$ cat src/rtl/l2_mem_arbiter.sv
// N-channel arbiter sharing one line-wide memory port among cache requesters.
// One whole-line transaction in flight at a time; round-robin or fixed priority.
module l2_mem_arbiter #(
  parameter int NCH       = 2,
  parameter int ADDR_W    = 28,
  parameter int LINE_W    = 128,
  parameter int PRIO_MODE = 0
) (
  input  logic                    clk,
  input  logic                    proc_reset,
  input  logic [NCH-1:0]          req_read,
  input  logic [NCH-1:0]          req_write,
  input  logic [NCH*ADDR_W-1:0]   req_addr,
  input  logic [NCH*LINE_W-1:0]   req_wdata,
  output logic [NCH-1:0]          req_ready,
  output logic [LINE_W-1:0]       req_rdata,
  output logic                    mem_read,
  output logic                    mem_write,
  output logic [ADDR_W-1:0]       mem_addr,
  output logic [LINE_W-1:0]       mem_wdata,
  input  logic [LINE_W-1:0]       mem_rdata,
  input  logic                    mem_ready
);

  localparam int GW = (NCH > 1) ? $clog2(NCH) : 1;

  typedef enum logic [1:0] {
    S_IDLE = 2'd0,
    S_BUSY = 2'd1,
    S_DONE = 2'd2
  } state_t;

  state_t              state_q, state_d;
  logic [GW-1:0]       grant_q, grant_d;
  logic [GW-1:0]       last_q, last_d;
  logic                mem_read_q, mem_read_d;
  logic                mem_write_q, mem_write_d;
  logic [ADDR_W-1:0]   mem_addr_q, mem_addr_d;
  logic [LINE_W-1:0]   mem_wdata_q, mem_wdata_d;
  logic [NCH-1:0]      req_ready_q, req_ready_d;
  logic [LINE_W-1:0]   req_rdata_q, req_rdata_d;

  logic [NCH-1:0]      pend_s;
  logic                win_found_s;
  logic [GW-1:0]       win_idx_s;
  logic [GW-1:0]       scan_idx_s;
  logic [ADDR_W-1:0]   addr_arr_s  [NCH];
  logic [LINE_W-1:0]   wdata_arr_s [NCH];

  // Split the flat request buses into per-channel slices.
  always_comb begin
    for (int i = 0; i < NCH; i++) begin
      addr_arr_s[i]  = req_addr[i*ADDR_W +: ADDR_W];
      wdata_arr_s[i] = req_wdata[i*LINE_W +: LINE_W];
    end
  end

  // Winner scan: candidates are visited from lowest to highest preference so
  // the last hit wins (lowest index in priority mode, nearest after last_q in RR).
  always_comb begin
    pend_s      = req_read | req_write;
    win_found_s = 1'b0;
    win_idx_s   = '0;
    scan_idx_s  = '0;
    for (int k = NCH; k >= 1; k--) begin
      if (PRIO_MODE == 1) begin
        scan_idx_s = GW'(k - 1);
      end else begin
        scan_idx_s = GW'((int'(last_q) + k) % NCH);
      end
      if (pend_s[scan_idx_s]) begin
        win_found_s = 1'b1;
        win_idx_s   = scan_idx_s;
      end else begin
        win_found_s = win_found_s;
        win_idx_s   = win_idx_s;
      end
    end
  end

  // Next-state and next-output computation for the IDLE/BUSY/DONE sequence.
  always_comb begin
    state_d     = state_q;
    grant_d     = grant_q;
    last_d      = last_q;
    mem_read_d  = mem_read_q;
    mem_write_d = mem_write_q;
    mem_addr_d  = mem_addr_q;
    mem_wdata_d = mem_wdata_q;
    req_ready_d = '0;
    req_rdata_d = req_rdata_q;
    case (state_q)
      S_IDLE: begin
        if (win_found_s) begin
          state_d     = S_BUSY;
          grant_d     = win_idx_s;
          if (PRIO_MODE == 0) begin
            last_d = win_idx_s;
          end else begin
            last_d = last_q;
          end
          // A write wins over a simultaneous read on the same channel.
          mem_write_d = req_write[win_idx_s];
          mem_read_d  = ~req_write[win_idx_s];
          mem_addr_d  = addr_arr_s[win_idx_s];
          mem_wdata_d = wdata_arr_s[win_idx_s];
        end else begin
          state_d = S_IDLE;
        end
      end
      S_BUSY: begin
        if (mem_ready) begin
          state_d     = S_DONE;
          mem_read_d  = 1'b0;
          mem_write_d = 1'b0;
          for (int i = 0; i < NCH; i++) begin
            req_ready_d[i] = (grant_q == GW'(i));
          end
          if (mem_read_q) begin
            req_rdata_d = mem_rdata;
          end else begin
            req_rdata_d = req_rdata_q;
          end
        end else begin
          state_d = S_BUSY;
        end
      end
      S_DONE: begin
        state_d = S_IDLE;
      end
      default: begin
        state_d     = S_IDLE;
        mem_read_d  = 1'b0;
        mem_write_d = 1'b0;
      end
    endcase
  end

  // State and output registers with synchronous reset.
  always_ff @(posedge clk) begin
    if (proc_reset) begin
      state_q     <= S_IDLE;
      grant_q     <= '0;
      last_q      <= GW'(NCH - 1);
      mem_read_q  <= 1'b0;
      mem_write_q <= 1'b0;
      mem_addr_q  <= '0;
      mem_wdata_q <= '0;
      req_ready_q <= '0;
      req_rdata_q <= '0;
    end else begin
      state_q     <= state_d;
      grant_q     <= grant_d;
      last_q      <= last_d;
      mem_read_q  <= mem_read_d;
      mem_write_q <= mem_write_d;
      mem_addr_q  <= mem_addr_d;
      mem_wdata_q <= mem_wdata_d;
      req_ready_q <= req_ready_d;
      req_rdata_q <= req_rdata_d;
    end
  end

  assign req_ready = req_ready_q;
  assign req_rdata = req_rdata_q;
  assign mem_read  = mem_read_q;
  assign mem_write = mem_write_q;
  assign mem_addr  = mem_addr_q;
  assign mem_wdata = mem_wdata_q;

endmodule

$ cat config.mk
export PLATFORM = sky130hd
export DESIGN_NAME = l2_mem_arbiter
export DESIGN_NICKNAME = d
export VERILOG_FILES = /design/src/rtl/l2_mem_arbiter.sv
export SDC_FILE = /design/constraint.sdc
export NUM_CORES = 1
export LEC_CHECK = 0
export ABC_AREA = 1
export BUFFER_PORTS_ARGS = -buffer_cell sky130_fd_sc_hd__buf_2
export CAP_MARGIN = 0
export CORE_AREA = 3 3 281 283
export CTS_BUF_LIST = sky130_fd_sc_hd__clkbuf_16
export DETAILED_ROUTE_END_ITERATION = 7
export DIE_AREA = 0 0 284 286
export PLACE_DENSITY = 0.48
export SYNTH_ARGS = -nofsm -noshare
export SYNTH_HDL_FRONTEND = slang
export SYNTH_SLANG_ARGS = --single-unit
$ cat constraint.sdc
create_clock -name clk -period 1.3 [get_ports clk]
set_input_delay 0.26 -clock clk [delete_from_list [all_inputs] [get_ports clk]]
set_output_delay 0.26 -clock clk [all_outputs]
set_load 0.02 [all_outputs]
# Yosys cells after proc, flatten, opt, wreduce, memory -nomap -nowiden

Index checks and enable logic that the tools add are counted.

Flip-flop bits (word level): 292
Output and inout port bits: 288
Word-level logic and storage cells: 55

Add/sub/neg operators: 2
Magnitude comparators: 4
Eq/ne operators: 4
Muxes and demuxes: 24
Bitwise operators: 7
Reductions and logical operators: 5

Operator list:

| operator                                                             | count |
|---|---|
| 128-bit 2-to-1 mux                                                   | 3 |
| 28-bit 2-to-1 mux                                                    | 3 |
| 1-bit 2-to-1 mux                                                     | 14 |
| 1-bit by 2-bit < comparator with 1-bit output, second input constant | 3 |
| 1-bit one-hot mux with 3 select lines                                | 2 |
| 3-bit AND reduction                                                  | 2 |
| 1-bit NOT                                                            | 5 |
| 2-bit != test, second input constant                                 | 2 |
| 2-bit one-hot mux with 2 select lines                                | 1 |
| 3-bit OR reduction                                                   | 1 |
| 1-bit adder, second input constant                                   | 2 |
| 2-bit by 1-bit == test with 1-bit output, second input constant      | 1 |
| 2-bit == test, second input constant                                 | 1 |
| 2-bit greater-or-equal comparator, second input constant             | 1 |
| 2-bit logical NOT                                                    | 1 |
| 2-bit 2-to-1 mux                                                     | 1 |
| 1-bit NOT with 2-bit output                                          | 1 |
| 2-bit bitwise OR                                                     | 1 |
| 2-bit AND reduction                                                  | 1 |

# Longest topological paths before layout

Depth in word-level cells: 10
Mapped depth: 10

# Worst setup path after synthesis

OpenSTA, ideal clock, no wires.

Path kind: reg-to-reg
Start point: reg state_q[0]
End point: reg mem_wdata_q[100] (netlist: mem_wdata[100])
Setup time: 109 ps
Arrival time: 1121 ps
Slack: 70 ps
Stages on the path, launching flop included: 9
Clock period less this slack: 1230 ps
Cell sequence: dfxtp_1 -> nor2_1 -> nand2_2 -> inv_4 -> buf_4 -> buf_2 -> nand3_1 -> nand2_1 -> inv_1

Cells in the longest elaborated chain, start to end: 2

RTL lines:

| element                              | line | text |
|---|---|---|
| from (decl)                          | 33   | `state_t state_q, state_d;` |
| from (signal assigned)               | 152  | `state_q <= state_d;` |
| 2-bit logical NOT                    | 92   | `case (state_q)` |
| 2-bit AND reduction (no source line) | -    |  |
| to (signal assigned)                 | 158  | `mem_wdata_q <= mem_wdata_d;` |
| to (decl)                            | 39   | `logic [LINE_W-1:0] mem_wdata_q, mem_wdata_d;` |

No other way between the ends.
A chain may end at the register's enable or synchronous reset.

# Final worst setup path

Start point: reg state_q[1]
End point: reg mem_wdata_q[98] (netlist: mem_wdata[98])

The elaborated chain is that of the path after synthesis.

==> flow_summary.toml <==
[pwr]
vdd_drop_max_mv = 0.618
comb_power_share = 0.298
intPower_mw = 19.0
total_power_mw = 28.1
leakage_nw = 12.4
power_frac_seq = 0.363
power.switching_mw = 9.13
power_density_nw_per_um2 = 1200
p_clk_frac = 0.339
swShare = 0.324

[logic_synthesis]
synth_top_cells_by_count = "571 x nor2_1, 481 x nand2_1, 292 x dfxtp_1, 161 x nand3_1, 159 x inv_1"
synth_edf_count = 0
yosys-top-cells-area = "dfxtp_1 46%, nor2_1 17%, nand2_1 14%"
synth-seq-area-share = 0.463
synth_top_cell_area_share = 0.463
yosysMostFrequentCell = "nor2_1"
synthCells = 1935
synthArstFlopShare = 0
yosysWarningCount = 0
syn-num-nets = 2382
syn-cell-area_um2 = 12600
synth_cell_types = 19
synthFlopType = "dfxtp_1"
synth_largest_area_cell = "dfxtp_1"
ys_ff_latch = 292
synth.avg_cell_area_um2 = 6.52

[sta]
fin_crit_sh = 1.10
final.setup.worst_slack_ns = -0.132
finalHoldViolCount = 0
maxSlewHeadroom = 0.824
setup_viol = 364
final_max_slew_viol_count = 0
rsz0062_at_grt = "true"
fin_skew_ns = 0.00952
tns_ns = -14.12
tightest_slew_ns = 0.263
hold-worst-slack_ns = 0.0199
fin_crit_ns = 1.43
fmax_mhz = 698

[worst_setup_path]
regToRegSetupSlack_ns = -0.13
r2r-end = "mem_wdata[98]"
required_ns = 1.73
reg2reg_from = "state_q[1]"
path_class = "register to register"
cp-start-kind = "register"
arrival_ns = 1.86
critPathMaxFanout = 24
worstRegToRegCells = 8
crit_path_end_kind = "register"

[finish]
drive_above_1_share = 0.328
num-fill-cells = 8323
finalNetCount = 3465
final_core_util = 0.304
syn2layout_area_growth_pct = 85.7

[die]
fp.dieH_um = 286
initial_utilization = 0.164
core_area_um2 = 77000
die_x_um = 284
dieArea_um2 = 81200
io_pins = 735
core.rowCount = 102

[place]
dp_hpwl_mm = 43.7
routabilityCongestion = 0.839
pre_cts_slack_ns = -0.331
port_buffers = 734

[detailed_routing]
final_antenna_net_count = 0
wl_per_cell_um = 15.5
first_pass_iters = 5
drt_iter0_markers = 584
vias_per_cell = 3.88
drt-total-wl_mm = 63.4
drcViolationCount = 0
via_count = 15900

[job]
maxCapViolCount = 0

[global_routing]
antenna_found_initial = 4
grt_pass1_vias = 15300
gr-total-overflow = 0
grt_use_total = 0.140
grt_start_max_net_pins = 45
grt_first_pass_wirelength_mm = 89.1

[min_path]
hold_path_depth = 3
holdPathEnd = "req_rdata[90]"
hold_path.startpoint = "mem_rdata[90]"
hold_class = "input port to register"

[clocking]
cts_sinks = 292
cts_root_buf = "clkbuf_16"
cts_tree = "yes"
cts.clk_slew.worst_paths_ns = 0.06
cts_max_path_buffers = 3
htreeDepth = 2
clk_latency_ns = 0.53
numCtsBuffers = 36

[status]
status = "complete, but fails checks"
violations = "negative setup slack"
logic make-up after synthesis:
logic type      share of synthesized area
compound gates                     0.0531
buf+inv                             0.104
simple gates                        0.380
flops                               0.463
metal layers:
metal  global-route usage  up-vias  share of wire
met1                0.162     7127           0.41
li1                     -     8074              -
met4               0.0423        2          0.023
met5                    0        -        0.00032
met2                0.250      580           0.50
met3               0.0371       76          0.067
layout make-up:
| cell class | instances | area, um2 | share of cell area |
|---|---|---|---|
| Timing Repair Buffer | 1168 | 8650 | 0.369 |
| Clock inverter | 25 | 165 | 0.00705 |
| Inverter | 163 | 666 | 0.0284 |
| Sequential cell | 292 | 5900 | 0.252 |
| Antenna cell | 3 | 7.51 | 0.000320 |
| Tap cell | 1040 | 1300 | 0.0556 |
| Clock buffer | 37 | 926 | 0.0395 |
| Multi-Input combinational cell | 1352 | 5700 | 0.243 |
| Timing Repair inverter | 5 | 118 | 0.00502 |
worst max-delay path by stage:
stage                 start  cells past startpoint  slack, ns        endpoint
6_report         state_q[1]                      8      -0.13   mem_wdata[98]
5_1_grt          state_q[0]                      9      -0.21   mem_wdata[60]
4_1_cts          state_q[1]                      9      -0.18     mem_addr[4]
3_5_place_dp   req_write[1]                     10      -0.33  mem_wdata[123]
2_1_floorplan    state_q[0]                      8       0.07  mem_wdata[100]
3_3_place_gp   req_write[1]                     11      -0.33   mem_wdata[60]
power by group through the flow:
stage               Sequential, mW  Combinational (mW)  Clock [mW]
finish                        10.2                8.37        9.55
global route                  10.3                9.17        10.3
CTS                           10.2                7.82        10.0
detailed placement            10.4                6.73           0
global placement              10.4                6.72           0
floorplan                     11.2                2.81           0
flip-flops by register name (all words and copies together), names as in the netlist:
register and cells:
state_q 2, req_ready 2, grant_q 1, mem_addr 28, mem_write 1, mem_read 1, mem_wdata 128, last_q 1
req_rdata 128
through the flow:
step	cell area (um2)	std cells
6_report	23400	4085
5_1_grt	23400	4085
4_1_cts	22600	4057
3_5_place_dp	18100	3693
3_3_place_gp	18100	3693
2_1_floorplan	12600	1935
layout by cell type, fill, tap and decap left out, types with 11 or more instances in the layout:
cell type and count:
clkinv_1 11, dfxtp_1 270, nor2_1 565, dfxtp_2 13, o21ai_1 95, dlygate4sd3_1 294, buf_2 714, nand3_2 15
buf_6 34, nand3_1 144, o21ai_0 17, o21ai_2 15, inv_1 164, nand2_1 477, buf_4 69, clkbuf_16 48
buf_12 30
timing repair:
action                                  in CTS  in global routing
resized for setup                          106                 93
buffers inserted                             3                 10
hold buffers                               294                  0
cloned                                       5                 18
pin swaps                                    2                 12
endpoints found under the setup margin     576                576
endpoints found under the hold margin      235                  0
critical path: stages, from the launching register on:
cell and delay (ns):
dfxtp_4 0.36, nor2_4 0.17, nand2_8 0.08, buf_12 0.16, clkinv_16 0.09, buf_16 0.17, nand3_1 0.14, nand2_1 0.09
inv_1 0.04
Power figures use the tool's default switching activity.
